File: src/rtl/seq_shift_add_multiplier_if.sv
// Operand/result bundle for the sequential shift-add multiplier.
// master drives start and operands; slave returns busy, done and product.
interface seq_shift_add_multiplier_if #(
    parameter int WIDTH = 8
);
    logic                 start;
    logic [WIDTH-1:0]     multiplicand;
    logic [WIDTH-1:0]     multiplier;
    logic                 busy;
    logic                 done;
    logic [2*WIDTH-1:0]   product;

    modport master (
        output start, multiplicand, multiplier,
        input  busy, done, product
    );

    modport slave (
        input  start, multiplicand, multiplier,
        output busy, done, product
    );
endinterface

File: src/rtl/seq_shift_add_multiplier.sv
// Unsigned WIDTH x WIDTH multiplier, one multiplier bit per clock through a single 2*WIDTH adder.
// Latency: done WIDTH+1 edges after the accepting edge; with SEQ_MUL_EARLY_TERM_EN, iterations+1 edges.
// Backpressure: start is only accepted while busy is low; a start seen while busy is dropped, not queued.
module seq_shift_add_multiplier #(
    parameter int WIDTH = 8
) (
    input  logic                       clk,
    input  logic                       rst_n,
    seq_shift_add_multiplier_if.slave  bus
);
    localparam int PW = 2 * WIDTH;
    localparam int CW = $clog2(WIDTH + 1);
    localparam logic [CW-1:0] FIN = CW'(WIDTH);

    typedef enum logic [1:0] {IDLE, RUN, DONE} state_t;

    state_t            state;
    logic [PW-1:0]     acc;
    logic [PW-1:0]     mcand_sh;
    logic [WIDTH-1:0]  mplier_sh;
    logic [CW-1:0]     count;
    logic              busy_q;
    logic              done_q;
    logic [PW-1:0]     product_q;
    logic [CW-1:0]     count_nxt;

    // count parks at FIN once the last iteration has run; the following edge publishes acc
    always_comb begin
        count_nxt = count + 1'b1;
`ifdef SEQ_MUL_EARLY_TERM_EN
        if (mplier_sh[WIDTH-1:1] == '0) begin
            count_nxt = FIN;
        end
`endif
    end

    always_ff @(posedge clk or negedge rst_n) begin
        if (!rst_n) begin
            state     <= IDLE;
            acc       <= '0;
            mcand_sh  <= '0;
            mplier_sh <= '0;
            count     <= '0;
            busy_q    <= 1'b0;
            done_q    <= 1'b0;
            product_q <= '0;
        end else begin
            case (state)
                IDLE, DONE: begin
                    done_q <= 1'b0;
                    if (bus.start) begin
                        mcand_sh  <= {{WIDTH{1'b0}}, bus.multiplicand};
                        mplier_sh <= bus.multiplier;
                        acc       <= '0;
                        count     <= '0;
                        busy_q    <= 1'b1;
                        state     <= RUN;
                    end else begin
                        state     <= IDLE;
                    end
                end
                RUN: begin
                    if (count == FIN) begin
                        product_q <= acc;
                        done_q    <= 1'b1;
                        busy_q    <= 1'b0;
                        state     <= DONE;
                    end else begin
                        if (mplier_sh[0]) begin
                            acc <= acc + mcand_sh;
                        end
                        mcand_sh  <= mcand_sh << 1;
                        mplier_sh <= mplier_sh >> 1;
                        count     <= count_nxt;
                    end
                end
                default: begin
                    state  <= IDLE;
                    busy_q <= 1'b0;
                    done_q <= 1'b0;
                end
            endcase
        end
    end

    assign bus.busy    = busy_q;
    assign bus.done    = done_q;
    assign bus.product = product_q;
endmodule

File: src/flat_wrapper.sv
// flat-port wrapper written by rule: the top's interface ports become plain ports
module seq_shift_add_multiplier_flat 
#(
    parameter int WIDTH = 8
)
  (clk, rst_n, bus_start, bus_multiplicand, bus_multiplier, bus_busy, bus_done, bus_product);
  seq_shift_add_multiplier_if #(.WIDTH(WIDTH)) bus_i ();
  input  logic clk;
  input  logic rst_n;
  input wire logic [$bits(bus_i.start)-1:0] bus_start;
  input wire logic [$bits(bus_i.multiplicand)-1:0] bus_multiplicand;
  input wire logic [$bits(bus_i.multiplier)-1:0] bus_multiplier;
  output wire logic [$bits(bus_i.busy)-1:0] bus_busy;
  output wire logic [$bits(bus_i.done)-1:0] bus_done;
  output wire logic [$bits(bus_i.product)-1:0] bus_product;
  assign bus_i.start = bus_start;
  assign bus_i.multiplicand = bus_multiplicand;
  assign bus_i.multiplier = bus_multiplier;
  assign bus_busy = bus_i.busy;
  assign bus_done = bus_i.done;
  assign bus_product = bus_i.product;
  seq_shift_add_multiplier #(.WIDTH(WIDTH)) u_core (.clk(clk), .rst_n(rst_n), .bus(bus_i));
endmodule
File: config.mk
export PLATFORM = sky130hd
export DESIGN_NAME = seq_shift_add_multiplier_flat
export DESIGN_NICKNAME = d
export VERILOG_FILES = /design/src/rtl/seq_shift_add_multiplier_if.sv /design/src/rtl/seq_shift_add_multiplier.sv /design/src/flat_wrapper.sv
export SDC_FILE = /design/constraint.sdc
export NUM_CORES = 1
export LEC_CHECK = 0
export CORE_MARGIN = 10
export CORE_UTILIZATION = 47
export CTS_CLUSTER_DIAMETER = 50
export CTS_CLUSTER_SIZE = 30
export DETAILED_ROUTE_END_ITERATION = 6
export DONT_BUFFER_PORTS = 1
export PLACE_DENSITY = 0.73
export SLEW_MARGIN = 10
export SYNTH_ARGS = -nofsm -noshare
export SYNTH_HDL_FRONTEND = slang
export SYNTH_SLANG_ARGS = --single-unit
File: constraint.sdc
create_clock -name clk -period 2.3 [get_ports clk]
set_clock_uncertainty 0.05 [all_clocks]
set_input_delay 0.46 -clock clk [delete_from_list [all_inputs] [get_ports clk]]
set_output_delay 0.46 -clock clk [all_outputs]
set_load 0.02 [all_outputs]
[Yosys cells after proc, flatten, opt, wreduce, memory -nomap -nowiden]
Index checks and enable logic that the tools add are counted.
Word-level totals
  flip-flop bits (word level): 64
  input port bits: 19
  output and inout port bits: 18
  word-level logic and storage cells: 45
Operators by class
  reduce and logical (&&, ||, !) cells: 7
  eq/ne operators: 7
  add/sub/neg operators: 2
  muxes and demuxes: 21
Operators by type and width (number)
  16-bit two-way mux: 5
  16-bit one-hot mux with 2 select lines: 2
  16-bit adder: 1
  8-bit two-way mux: 2
  8-bit one-hot mux with 2 select lines: 1
  4-bit two-way mux: 2
  4-bit one-hot mux with 2 select lines: 1
  1-bit two-way mux: 5
  4-bit by 1-bit adder with 4-bit output, second input constant: 1
  4-bit == test, second input constant: 1
  2-bit by 1-bit inequality test with 1-bit output, second input constant: 2
  2-bit inequality test, second input constant: 2
  2-bit one-hot mux with 2 select lines: 1
  2-bit AND reduction: 2
  4-bit AND reduction: 1
  3-bit AND reduction: 1
  2-bit by 1-bit == test with 1-bit output, second input constant: 1
  2-bit == test, second input constant: 1
  2-bit logical NOT: 1
  2-bit two-way mux: 1
  1-bit one-hot mux with 2 select lines: 1
  2-bit nonzero test: 1
  2-bit OR reduction: 1

[Longest topological paths before layout]
  depth in word-level cells: 4
  gate-level depth with buffers: 10
  depth with buffers taken out: 10

[Worst setup path before layout]
No wires, ideal clock.
  path type: register to register
  start: reg u_core.mcand_sh[2]
  end: reg u_core.acc[15]
  arrival: 2.065 ns
  required time: 2.173 ns
  cell stages (with the launch flop): 9
  setup slack: 0.109 ns
  buffers on the path: 0
  clock period less this slack: 2.191 ns
  setup time: 0.077 ns
  cell sequence: dfrtp_1 -> ha_1 -> o21ai_1 -> o21ai_2 -> nand3_1 -> nor4bb_1 -> or4_4 -> a211o_1 -> o21ai_1
On the way
  longest elaborated chain between the ends: 4
RTL lines
  from (decl): RTL line seq_shift_add_multiplier.sv:19  | logic [PW-1:0] mcand_sh;
  from (signal assigned): RTL line seq_shift_add_multiplier.sv:52  | mcand_sh <= {{WIDTH{1'b0}}, bus.multiplicand};
  from (signal assigned): RTL line seq_shift_add_multiplier.sv:72  | mcand_sh <= mcand_sh << 1;
  16-bit adder: RTL line seq_shift_add_multiplier.sv:70  | acc <= acc + mcand_sh;
  16-bit two-way mux: RTL line seq_shift_add_multiplier.sv:69  | if (mplier_sh[0]) begin
  16-bit two-way mux: RTL line seq_shift_add_multiplier.sv:63  | if (count == FIN) begin
  16-bit one-hot mux with 2 select lines: RTL line seq_shift_add_multiplier.sv:48  | case (state)
  to (signal assigned): RTL line seq_shift_add_multiplier.sv:70
  to (decl): RTL line seq_shift_add_multiplier.sv:18  | logic [PW-1:0] acc;
No other way between the ends. The select of a mux whose other input is x is not followed.
A chain may end at the register's enable or synchronous reset.

[Final worst setup path]
  start: reg u_core.mcand_sh[1]
  end: reg u_core.acc[15]
Same word-level chain as after synthesis.

==> impl_metrics.ini <==
[yosys]
ys.flop_type = dfrtp_1
synth_async_sr_flop_share_pct = 100.0
yosysWarnings = 0
synth-seq-area-share_pct = 48.00
synth.cell_area_um2 = 3284
synthCells = 333
synth_edf_count = 0
avgSynthCellArea_um2 = 9.863
synth_fp_nets = 370
ys_ff_latch = 63
synth_cell_types = 40

[pwr]
p_per_area_nw_per_um2 = 1445
ir_drop_mv = 0.8278
p_leak_nw = 1.839
power_mw = 5.756

[hold_path]
holdCritPathClass = input port to flop
holdPathStages = 2

[floorplanning]
design.die.area_um2 = 10730
die_h_um = 103.6
core_area_um2 = 6794
fp.dieW_um = 103.6
placementRows = 30
io_pins = 37
start_util_pct = 48.34

[timing]
setup_ws_ns = 0.05841
timing.fmax_ghz = 0.4461
final.setup.tns_ns = 0
setup_viol = 0
maxSlewViolCount = 0
hold_violations = 0
worst_pin_slew_ns = 0.5511
slew-limit-headroom_pct = 63.26
post-route-period-util_pct = 97.46
fin_crit_ns = 2.242
grt_setup_unrepaired = yes

[worst_setup_path]
criticalPathCategory = flop to flop
crit_path_end = u_core.acc[15]
worstRegToRegCells = 8
r2r_slack_ns = 0.06
arrival_ns = 2.47
cp.required_ns = 2.53
crit_path_start = u_core.mcand_sh[1]
end_kind = flop
r2r-end = u_core.acc[15]
reg2reg_from = u_core.mcand_sh[1]
startpoint_type = flop
path_max_fanout = 3

[detailed_routing]
routed_wl_mm = 7.747
drcViolationCount = 0
drtAntennaViolNets = 0
drt-pass1-iter-count = 4
drt_iter0_drc = 111
vias = 2512
via_per_inst = 5.497
post_drt_wl_per_cell_um = 16.95

[outcome]
status = complete, no violations

[clock_network]
cts_tree = built
cts_max_level = 3
insertion_delay_ns = 0.35
clock_sinks = 63
cts_buffers = 9
root_buffer = clkbuf_8
clock_path_buffers = 2
clk_pin_slew_ns = 0.07

[cells_and_area]
antenna_cells = 0
synthToLayoutAreaGrowth_pct = 21.26
final_cells = 457
nNetsFinal = 393
fillers = 570
stdcell_area_um2 = 3983
drive_gt1_share_pct = 23.55

[place]
hpwl_mm = 5.232
io_buffers = 0
dp.cells = 436
gp_congestion = 0.9001
placed_cell_area_um2 = 3538
pre_cts_ws_ns = -0.1893

[global_route]
antenna_found_initial = 0
track_usage_pct = 14.42
grt_pass1_vias = 2597
grt_max_degree = 64
grt_pass1_wl_mm = 12.79
overflow = 0

[job]
maxCapViolCount = 0
flip-flops by register name (all words and copies together), names as in the netlist:
name / count
u_core.state: 1
u_core.bus.product: 16
u_core.acc: 16
u_core.count: 4
u_core.bus.done: 1
u_core.mcand_sh: 16
u_core.mplier_sh: 8
u_core.bus.busy: 1
power breakdown:
| part | internal, mW | switching [mW] | leakage (nW) |
|---|---|---|---|
| Sequential | 1.55 | 0.533 | 0.824 |
| Combinational | 1.28 | 1.45 | 0.915 |
| Clock | 0.525 | 0.425 | 0.100 |
cells in the mapped netlist (9+ instances only):
master | count | area share (%)
inv_1 | 9 | 1.0
mux2_2 | 16 | 5.5
nand2_1 | 51 | 5.8
nand3_1 | 13 | 2.0
dfrtp_1 | 63 | 48
ha_1 | 17 | 6.5
clkbuf_1 | 13 | 1.5
mux2i_1 | 14 | 4.3
nor2_1 | 17 | 1.9
a21oi_1 | 9 | 1.4
o21ai_0 | 42 | 6.4
layout make-up:
type,count,area [um2],area share (%)
Clock buffer,12,145.1,3.644
Clock inverter,4,45.04,1.131
Inverter,9,33.78,0.8483
Multi-Input combinational cell,242,1794,45.05
Sequential cell,63,1577,39.59
Tap cell,96,120.1,3.016
Timing Repair Buffer,31,267.8,6.723
critical path: stages (launching register included):
cell and delay, ns:
dfrtp_1 0.42, ha_4 0.29, a211oi_4 0.06, o21ai_2 0.20
nand3_2 0.13, nor4bb_4 0.18, or4_4 0.50, a211o_1 0.26
o21ai_1 0.08
worst min path at each step:
stage	start	end	slack (ns)
final	bus_multiplicand[0]	u_core.mcand_sh[0]	0.18
after global placement	rst_n	u_core.bus.product[8]	0.12
after global routing	bus_multiplicand[0]	u_core.mcand_sh[0]	0.17
after detailed placement	rst_n	u_core.bus.product[8]	0.12
after CTS	bus_multiplicand[0]	u_core.mcand_sh[0]	0.18
after floorplan	rst_n	u_core.acc[0]	0.11
cell usage in the layout, fill, tap and decap left out, drive strengths merged, types with 2 or more instances in the layout:
master / synthesis / layout
o31ai: 4 / 4
xor2: 7 / 7
nand2: 51 / 51
a21oi: 9 / 9
dfrtp: 63 / 63
nor2b: 2 / 2
inv: 9 / 9
buf: 6 / 30
nand4: 4 / 4
clkinv: 0 / 3
o41ai: 2 / 2
a31oi: 2 / 2
mux2: 16 / 16
a21o: 7 / 7
nor2: 17 / 17
xnor2: 5 / 5
mux2i: 14 / 14
nand3: 13 / 13
ha: 17 / 17
clkbuf: 13 / 12
nand2b: 5 / 5
o21ai: 46 / 46
a211oi: 5 / 5
logic make-up after synthesis:
family,synth area share [%]
AO/OA/AOI/OAI,15.09
XOR/XNOR,3.200
adder cells (fa/ha/maj),7.086
buffers and inverters,3.429
flip-flops,48.00
multiplexers,9.752
AND/OR/NAND/NOR,13.45
per-stage QoR:
step,utilization (%),hold slack [ns]
after floorplan,-,0.1144
after global placement,52.08,0.1179
after detailed placement,52.08,0.1175
after CTS,56.81,0.1762
after global routing,58.62,0.1707
final,58.62,0.1841
per-layer routing:
layer	routed length, um	GRT usage (%)	part of all wire, %	vias to the layer above
met2	3844	22.57	50	51
met5	0	0	0	-
li1	-	-	-	1218
met1	3338	17.18	43	1230
met4	136	8.266	1.8	0
met3	427	4.337	5.5	13
what timing repair did:
action,4_1_cts,5_1_grt
hold buffers,2,0
setup endpoints to repair,4,6
pin swaps,5,13
hold endpoints to repair,63,0
gates resized for setup,11,19
buffers inserted,3,0
Power figures use the tool's default switching activity.
